--- src/rtl/sat_counter.sv ---
// Up-counter that sticks at all-ones; a synchronous clear takes priority
// over the increment.
module sat_counter #(
   parameter int CNT_W = 16
) (
   input  logic             clk,
   input  logic             reset,
   input  logic             clr,
   input  logic             inc,
   output logic [CNT_W-1:0] count
);

   always_ff @(posedge clk or posedge reset) begin
      if (reset) begin
         count <= '0;
      end else if (clr) begin
         count <= '0;
      end else if (inc && (count != '1)) begin
         count <= count + 1'b1;
      end
   end

endmodule

--- config.mk ---
export PLATFORM = sky130hd
export DESIGN_NAME = sat_counter
export DESIGN_NICKNAME = d
export VERILOG_FILES = /design/src/rtl/sat_counter.sv
export SDC_FILE = /design/constraint.sdc
export NUM_CORES = 1
export LEC_CHECK = 0
export ABC_AREA = 1
export CAP_MARGIN = 40
export CORE_UTILIZATION = 39
export CTS_CLUSTER_SIZE = 24
export DETAILED_ROUTE_END_ITERATION = 12
export HOLD_SLACK_MARGIN = 0.05
export PLACE_DENSITY = 0.76
export SYNTH_ARGS = -nofsm -noshare
export SYNTH_HDL_FRONTEND = slang
export SYNTH_SLANG_ARGS = --single-unit
--- constraint.sdc ---
create_clock -name clk -period 1.82 [get_ports clk]
set_clock_uncertainty 0.2 [all_clocks]
set_input_delay 0.182 -clock clk [delete_from_list [all_inputs] [get_ports clk]]
set_output_delay 0.182 -clock clk [all_outputs]
set_load 0.01 [all_outputs]
==> impl_results.html, run 1 <==
<table>
<tr><th>Metric</th><th>Value</th></tr>
<tr><th colspan="2">Status</th></tr>
<tr><td>Status</td><td>finished clean</td></tr>
<tr><th colspan="2">Global route</th></tr>
<tr><td>Largest net degree at the start of global routing</td><td>17</td></tr>
<tr><td>Initial antenna violation count</td><td>0</td></tr>
<tr><td>Global route total overflow</td><td>0</td></tr>
<tr><td>Global-route wire length before repair</td><td>4830 um</td></tr>
<tr><td>Via count of the first global-routing pass</td><td>between 1,000 and 1,500</td></tr>
<tr><td>Global-route usage over all layers</td><td>between 20% and 30%</td></tr>
<tr><th colspan="2">Finish</th></tr>
<tr><td>Finished Core Util</td><td>58.1%</td></tr>
<tr><td>Flip-flop and latch area</td><td>approximately 400 sq um</td></tr>
<tr><td>Leading cell type in the layout, fill and taps excluded</td><td>nand2_1</td></tr>
<tr><td>Number of fill cells in the layout</td><td>250</td></tr>
<tr><td>Fraction of final layout cells sized beyond drive strength 1</td><td>around 16%</td></tr>
<tr><td>Flip-flop count of the largest register after layout</td><td>16</td></tr>
<tr><td>Leading registers by flop count</td><td>count x16</td></tr>
<tr><td>Commonest cells after routing, fill and taps aside</td><td>nand2_1 (64), clkdlybuf4s50_1 (19), inv_1 (16), nor2_1 (16), buf_4 (15)</td></tr>
<tr><td>Area growth from synthesis to layout</td><td>36.4%</td></tr>
<tr><td>Non-Filler Instances</td><td>roughly 230</td></tr>
<tr><td>Antenna cells</td><td>0</td></tr>
<tr><td>Biggest register</td><td>count</td></tr>
<tr><td>Nets</td><td>between 200 and 250</td></tr>
<tr><td>Multi-input gate area in the final layout</td><td>approximately 600 sq um</td></tr>
<tr><th colspan="2">Synth</th></tr>
<tr><td>Synth Register Bits</td><td>16</td></tr>
<tr><td>Distinct cells, synth</td><td>24</td></tr>
<tr><td>Cell area after technology mapping</td><td>approximately 1100 sq um</td></tr>
<tr><td>Synthesized instance count</td><td>roughly 160</td></tr>
<tr><td>Post-synthesis sequential area ratio</td><td>a little under two fifths</td></tr>
<tr><td>Mean area per synthesized cell</td><td>6.81 sq um</td></tr>
<tr><td>Nets in the synthesized netlist</td><td>approximately 160</td></tr>
<tr><td>Total of warnings raised by yosys</td><td>0</td></tr>
<tr><th colspan="2">Routing</th></tr>
<tr><td>Avg WL per Cell</td><td>12.5 um</td></tr>
<tr><td>DR iter-0 viols</td><td>17</td></tr>
<tr><td>Total routed wirelength</td><td>~2800 um</td></tr>
<tr><td>Via-to-Cell Ratio</td><td>around 5.0</td></tr>
<tr><td>Via count of the routed design</td><td>1,133</td></tr>
<tr><td>Count of TritonRoute iterations in the first routing pass</td><td>4</td></tr>
<tr><td>Remaining DRCs</td><td>0</td></tr>
<tr><td>Detail Route Antenna Nets</td><td>0</td></tr>
<tr><th colspan="2">Placement</th></tr>
<tr><td>Post-DP HPWL</td><td>about 2100 um</td></tr>
<tr><td>Number of input and output port buffers inserted</td><td>19</td></tr>
<tr><td>RD Place Congestion</td><td>around 0.95</td></tr>
<tr><td>Pre-CTS setup slack</td><td>52.9 ps</td></tr>
<tr><td>Cell count after placement</td><td>221</td></tr>
<tr><th colspan="2">Floorplan</th></tr>
<tr><td>Core Box Area</td><td>~2500 sq um</td></tr>
<tr><td>Chip Height</td><td>approximately 55 um</td></tr>
<tr><td>Area of the die</td><td>~3000 sq um</td></tr>
<tr><td>I/O pin cnt</td><td>20</td></tr>
<tr><td>Horizontal die dimension</td><td>roughly 55 um</td></tr>
<tr><td>Starting density of the core</td><td>a little over two fifths</td></tr>
<tr><td>Row count</td><td>18</td></tr>
<tr><th colspan="2">Worst setup path</th></tr>
<tr><td>CP Capture Type</td><td>output port</td></tr>
<tr><td>Kind of critical path</td><td>reg -&gt; out</td></tr>
<tr><td>Signal arrival time at the worst endpoint</td><td>roughly 1400 ps</td></tr>
<tr><td>Critical path required time</td><td>~1400 ps</td></tr>
<tr><td>Largest fanout on the critical path</td><td>5</td></tr>
<tr><td>Crit start category</td><td>flip-flop</td></tr>
<tr><th colspan="2">Clock network</th></tr>
<tr><td>Insertion delay of the later-clocked pin in the worst-skew pair</td><td>about 300 ps</td></tr>
<tr><td>Post-CTS clock slew at the launch and capture registers of the worst setup and hold paths</td><td>approximately 110 ps</td></tr>
<tr><td>CTS Root Buffer Type</td><td>clkbuf_4</td></tr>
<tr><td>Max Buffers Root-to-Sink</td><td>2</td></tr>
<tr><td>CTS tree</td><td>built</td></tr>
<tr><td>Number of clock sinks</td><td>16</td></tr>
<tr><td>Total CTS buffers</td><td>3</td></tr>
<tr><td>Maximum level of the CTS H-tree</td><td>1</td></tr>
<tr><th colspan="2">STA</th></tr>
<tr><td>Post-route fraction of the period consumed by the critical path</td><td>slightly below 100%</td></tr>
<tr><td>Setup-failing EPs final</td><td>0</td></tr>
<tr><td>Crit path time final</td><td>1770 ps</td></tr>
<tr><td>Number of hold violations in the final report</td><td>0</td></tr>
<tr><td>Accumulated negative setup slack</td><td>0 ps</td></tr>
<tr><td>Headroom to the max-slew limit</td><td>slightly below 80%</td></tr>
<tr><td>Setup WS post-layout</td><td>54.9 ps</td></tr>
<tr><td>Final Max Slew Viols</td><td>0</td></tr>
<tr><td>Fmax</td><td>approximately 570 MHz</td></tr>
<tr><td>Setup repair after global routing missed its margin</td><td>false</td></tr>
<tr><td>Transition at the pin with the smallest max-transition slack</td><td>~340 ps</td></tr>
<tr><td>Min Hold Slack</td><td>between 300 and 400 ps</td></tr>
<tr><th colspan="2">Hold path</th></tr>
<tr><td>Hold Crit Class</td><td>in -&gt; reg</td></tr>
<tr><th colspan="2">Power</th></tr>
<tr><td>Pwr Density</td><td>434 nW/um^2</td></tr>
<tr><td>Highest ir drop seen on vdd</td><td>0.000303 V</td></tr>
<tr><td>Leak</td><td>between 0.7 and 0.8 nW</td></tr>
<tr><th colspan="2">Job</th></tr>
<tr><td>Number of max-cap violations</td><td>0</td></tr>
</table>
## metal layers
layer  vias up  global-route usage [%]  part of all wire [%]
met2        42                    35.5                    46
met3        10                    6.67                   5.3
li1        578                       -                     -
met1       503                    27.5                    46
met4         0                    15.0                   3.4
met5         -                       0                     0
## Yosys cell counts (all sizes together)
cell    number  area (sq um)
nor3         1          5.00
a21oi        1          5.00
dfrtp       16           400
buf          3          20.0
nand2       66           258
o21ai        2          10.0
nand3       12          60.1
xor2         2          17.5
xnor2        2          17.5
inv         17          63.8
clkinv       1          3.75
nor2        22           126
nand4       11          68.8
ha           1          12.5
nand3b       2          15.0
## power by group
part | total, mW | switching [mW] | internal (mW)
sequential | 0.362 | 0.00285 | 0.359
clock | 0.200 | 0.122 | 0.0772
combinational | 0.0802 | 0.0436 | 0.0367
## final timing paths
check                               start   endpoint  slack [ps]  cells past startpoint
worst max-delay path            count[11]  count[11]          50                      2
worst min-delay path                  inc   count[8]         380                      5
worst max register to register   count[0]   count[0]         120                     10
worst min register to register  count[14]  count[14]         380                      2
max in group asynchronous           reset   count[7]         690                      4
min in group asynchronous           reset   count[3]         530                      4
## final cells by class
type | count | share of cell area, %
clock buffers | 3 | 1.52
well taps | 30 | 2.54
repair buffers | 37 | 23.3
multi-input cells | 122 | 40.8
flip-flops and latches | 16 | 27.3
inverters | 18 | 4.57
## kinds of logic after synthesis
family | synth area share (%)
buf+inv | 8.08
flops | 37.0
fa+ha+maj | 1.15
simple gates | 49.2
compound gates | 1.38
xor+xnor | 3.23
## through the flow
step / area, sq um / total power, mW
after CTS: 1440 / 0.640
after detailed placement: 1410 / 0.440
final: 1480 / 0.642
after global placement: 1410 / 0.437
after global routing: 1480 / 0.672
after floorplan: 1080 / 0.404
## critical path, cell delays in order (launching register included)
cell	delay (ps)
dfrtp_1	400
buf_4	150
clkdlybuf4s50_1	530
## repair_timing
item	in CTS	in global routing
endpoints found under the hold margin	16	0
hold buffers	1	0
resized for setup	0	5
setup endpoints to repair	0	15
setup buffers	0	1
Note: power is estimated with default switching activity, not from simulation.
==> inputs of run 2 (changes only) <==
Settings changed: MAX_ROUTING_LAYER set to met4.
==> run 2 against run 1 <==
  * Die area unchanged
  * Non-clock buffer count up 1
  * Critical path type unchanged
  * Power down 1.9%
  * Cell area unchanged
  * Critical path depth unchanged
  * Clock power down 5%
==> impl_results.html, run 2 (synthesis gave the netlist of run 1 again) <==
<table>
<tr><th>Metric</th><th>Value</th></tr>
<tr><th colspan="2">Status</th></tr>
<tr><td>Status</td><td>finished clean (unchanged)</td></tr>
<tr><th colspan="2">Floorplan</th></tr>
<tr><td>Area of the die</td><td>2990 sq um (unchanged)</td></tr>
<tr><td>Chip Height</td><td>54.7 um (unchanged)</td></tr>
<tr><td>Core Box Area</td><td>2540 sq um (unchanged)</td></tr>
<tr><td>Row count</td><td>18 (unchanged)</td></tr>
<tr><td>Horizontal die dimension</td><td>54.7 um (unchanged)</td></tr>
<tr><td>I/O pin cnt</td><td>20 (unchanged)</td></tr>
<tr><td>Starting density of the core</td><td>42.6% (unchanged)</td></tr>
<tr><th colspan="2">Worst setup path</th></tr>
<tr><td>Critical path required time</td><td>1440 ps (about the same)</td></tr>
<tr><td>CP Capture Type</td><td>output port (unchanged)</td></tr>
<tr><td>Largest fanout on the critical path</td><td>5 (unchanged)</td></tr>
<tr><td>Crit start category</td><td>flip-flop (unchanged)</td></tr>
<tr><td>Kind of critical path</td><td>reg -&gt; out (unchanged)</td></tr>
<tr><td>Signal arrival time at the worst endpoint</td><td>1350 ps (was 1380 ps)</td></tr>
<tr><th colspan="2">Clock network</th></tr>
<tr><td>CTS tree</td><td>built (unchanged)</td></tr>
<tr><td>Maximum level of the CTS H-tree</td><td>1 (unchanged)</td></tr>
<tr><td>Insertion delay of the later-clocked pin in the worst-skew pair</td><td>290 ps (was 300 ps)</td></tr>
<tr><td>Number of clock sinks</td><td>16 (unchanged)</td></tr>
<tr><td>Max Buffers Root-to-Sink</td><td>2 (unchanged)</td></tr>
<tr><td>Total CTS buffers</td><td>3 (unchanged)</td></tr>
<tr><td>CTS Root Buffer Type</td><td>clkbuf_4 (unchanged)</td></tr>
<tr><td>Post-CTS clock slew at the launch and capture registers of the worst setup and hold paths</td><td>100 ps (was 110 ps)</td></tr>
<tr><th colspan="2">STA</th></tr>
<tr><td>Headroom to the max-slew limit</td><td>74.7% (was 77.1%)</td></tr>
<tr><td>Final Max Slew Viols</td><td>0 (unchanged)</td></tr>
<tr><td>Setup WS post-layout</td><td>89.8 ps (was 54.9 ps)</td></tr>
<tr><td>Min Hold Slack</td><td>372 ps (was 376 ps)</td></tr>
<tr><td>Crit path time final</td><td>1730 ps (was 1770 ps)</td></tr>
<tr><td>Transition at the pin with the smallest max-transition slack</td><td>378 ps (was 343 ps)</td></tr>
<tr><td>Number of hold violations in the final report</td><td>0 (unchanged)</td></tr>
<tr><td>Fmax</td><td>578 MHz (was 567 MHz)</td></tr>
<tr><td>Setup-failing EPs final</td><td>0 (unchanged)</td></tr>
<tr><td>Post-route fraction of the period consumed by the critical path</td><td>95.1% (was 97.0%)</td></tr>
<tr><th colspan="2">Job</th></tr>
<tr><td>Number of max-cap violations</td><td>0 (unchanged)</td></tr>
<tr><th colspan="2">Placement</th></tr>
<tr><td>Cell count after placement</td><td>222 (was 221)</td></tr>
<tr><td>Pre-CTS setup slack</td><td>54.6 ps (was 52.9 ps)</td></tr>
<tr><td>Number of input and output port buffers inserted</td><td>19 (unchanged)</td></tr>
<tr><td>Post-DP HPWL</td><td>2150 um (was 2130 um)</td></tr>
<tr><td>RD Place Congestion</td><td>0.916 (was 0.954)</td></tr>
<tr><th colspan="2">Global route</th></tr>
<tr><td>Global route total overflow</td><td>0 (unchanged)</td></tr>
<tr><td>Via count of the first global-routing pass</td><td>1,061 (was 1,127)</td></tr>
<tr><td>Met1 demand-to-capacity share in global routing</td><td>27.1% (was 27.5%)</td></tr>
<tr><td>Initial antenna violation count</td><td>0 (unchanged)</td></tr>
<tr><td>Grt peak-use layer</td><td>met2 (unchanged)</td></tr>
<tr><td>Fraction of met2 tracks used by global routing</td><td>35.5% (unchanged)</td></tr>
<tr><td>Largest net degree at the start of global routing</td><td>17 (unchanged)</td></tr>
<tr><td>Grt met3 use</td><td>2.78% (was 6.67%)</td></tr>
<tr><td>Global-route wire length before repair</td><td>4530 um (was 4830 um)</td></tr>
<tr><td>Global-route usage over all layers</td><td>22.5% (was 23.0%)</td></tr>
<tr><th colspan="2">Power</th></tr>
<tr><td>Pwr Density</td><td>426 nW/um^2 (was 434 nW/um^2)</td></tr>
<tr><td>Seq pwr share</td><td>57.5% (was 56.4%)</td></tr>
<tr><td>Internal power of the cells</td><td>0.472 mW (was 0.473 mW)</td></tr>
<tr><td>Relative contribution of the clock network to total power</td><td>30.2% (was 31.1%)</td></tr>
<tr><td>Combinational share of power</td><td>12.4% (was 12.5%)</td></tr>
<tr><td>Share of total power consumed by net switching</td><td>25.0% (was 26.3%)</td></tr>
<tr><td>Net switching power figure</td><td>0.158 mW (was 0.169 mW)</td></tr>
<tr><td>Highest ir drop seen on vdd</td><td>0.000403 V (was 0.000303 V)</td></tr>
<tr><td>Leak</td><td>0.760 nW (was 0.753 nW)</td></tr>
<tr><th colspan="2">Finish</th></tr>
<tr><td>Nets</td><td>204 (was 203)</td></tr>
<tr><td>Number of fill cells in the layout</td><td>259 (was 250)</td></tr>
<tr><td>Non-Filler Instances</td><td>227 (was 226)</td></tr>
<tr><td>Leading registers by flop count</td><td>count x16 (unchanged)</td></tr>
<tr><td>Area growth from synthesis to layout</td><td>36.4% (unchanged)</td></tr>
<tr><td>Antenna cells</td><td>0 (unchanged)</td></tr>
<tr><td>Leading cell type in the layout, fill and taps excluded</td><td>nand2_1 (unchanged)</td></tr>
<tr><td>Commonest cells after routing, fill and taps aside</td><td>nand2_1 (64), clkdlybuf4s50_1 (19) (was nand2_1 (64), clkdlybuf4s50_1 (19), inv_1 (16), nor2_1 (16), buf_4 (15))</td></tr>
<tr><td>Fraction of final layout cells sized beyond drive strength 1</td><td>15.7% (was 16.3%)</td></tr>
<tr><td>Biggest register</td><td>count (unchanged)</td></tr>
<tr><td>Flip-flop count of the largest register after layout</td><td>16 (unchanged)</td></tr>
<tr><th colspan="2">Routing</th></tr>
<tr><td>Remaining DRCs</td><td>0 (unchanged)</td></tr>
<tr><td>Via-to-Cell Ratio</td><td>4.86 (was 5.01)</td></tr>
<tr><td>Total routed wirelength</td><td>2740 um (was 2820 um)</td></tr>
<tr><td>Detail Route Antenna Nets</td><td>0 (unchanged)</td></tr>
<tr><td>Count of TritonRoute iterations in the first routing pass</td><td>4 (unchanged)</td></tr>
<tr><td>Via count of the routed design</td><td>1,104 (was 1,133)</td></tr>
<tr><td>Avg WL per Cell</td><td>12.1 um (was 12.5 um)</td></tr>
<tr><td>DR iter-0 viols</td><td>7 (was 17)</td></tr>
<tr><th colspan="2">Hold path</th></tr>
<tr><td>Hold Crit Class</td><td>reg -&gt; reg (was in -&gt; reg)</td></tr>
</table>
-- run 2: cell count changes in the layout (fill, tap and decap cells not counted), sizes merged --
cell	delta
buf	+1
-- run 2: per-stage QoR --
| stage | TNS [ps] | instance area [sq um] | power [mW] | utilization, % |
|---|---|---|---|---|
| 6_report | 0 | 1480 | 0.630 | 58.1 |
| 4_1_cts | 0 | 1450 | 0.630 | 57.0 |
| 5_1_grt | -5.50 | 1480 | 0.664 | 58.1 |
| 3_5_place_dp | 0 | 1420 | 0.439 | 55.8 |
| 2_1_floorplan | 0 | 1080 | 0.404 | - |
| 3_3_place_gp | 0 | 1420 | 0.437 | 55.8 |
-- run 2: per-layer routing --
layer | wire length (um) | vias to the layer above
met5 | 0 | -
met4 | 83 | 0
met3 | 81 | 10
met2 | 1270 | 24
met1 | 1300 | 492
li1 | - | 578
-- run 2: power by group through the flow --
stage / combinational (mW) / sequential [mW] / clock [mW]
after floorplan: 0.0321 / 0.372 / 0
after global placement: 0.0684 / 0.368 / 0
after detailed placement: 0.0698 / 0.369 / 0
after CTS: 0.0721 / 0.362 / 0.196
after global routing: 0.0854 / 0.362 / 0.216
final: 0.0779 / 0.362 / 0.190
-- run 2: worst max-delay path: stages, from the launching register on --
cell and delay, ps:
dfrtp_1 370, buf_4 150, clkdlybuf4s50_1 540
-- run 2: final cells by class --
type,count,area (sq um),share of cell area (%)
Tap cell,30,37.5,2.54
Sequential cell,16,400,27.1
Multi-Input combinational cell,122,598,40.5
Clock buffer,3,22.5,1.52
Inverter,18,67.6,4.57
Timing Repair Buffer,38,352,23.8
-- run 2: final timing paths --
kind	start	endpoint	slack, ps	cells after the start
min in group asynchronous	reset	count[2]	550	4
worst min register to register	count[14]	count[14]	370	2
max in group asynchronous	reset	count[12]	680	4
worst min-delay path	count[14]	count[14]	370	2
worst max register to register	count[0]	count[13]	100	10
worst max-delay path	count[11]	count[11]	90	2
-- run 2: repair_timing --
action	4_1_cts	5_1_grt
endpoints found under the hold margin	16	0
buffers inserted	0	1
hold buffers	1	0
resized for setup	0	2
setup endpoints to repair	0	15
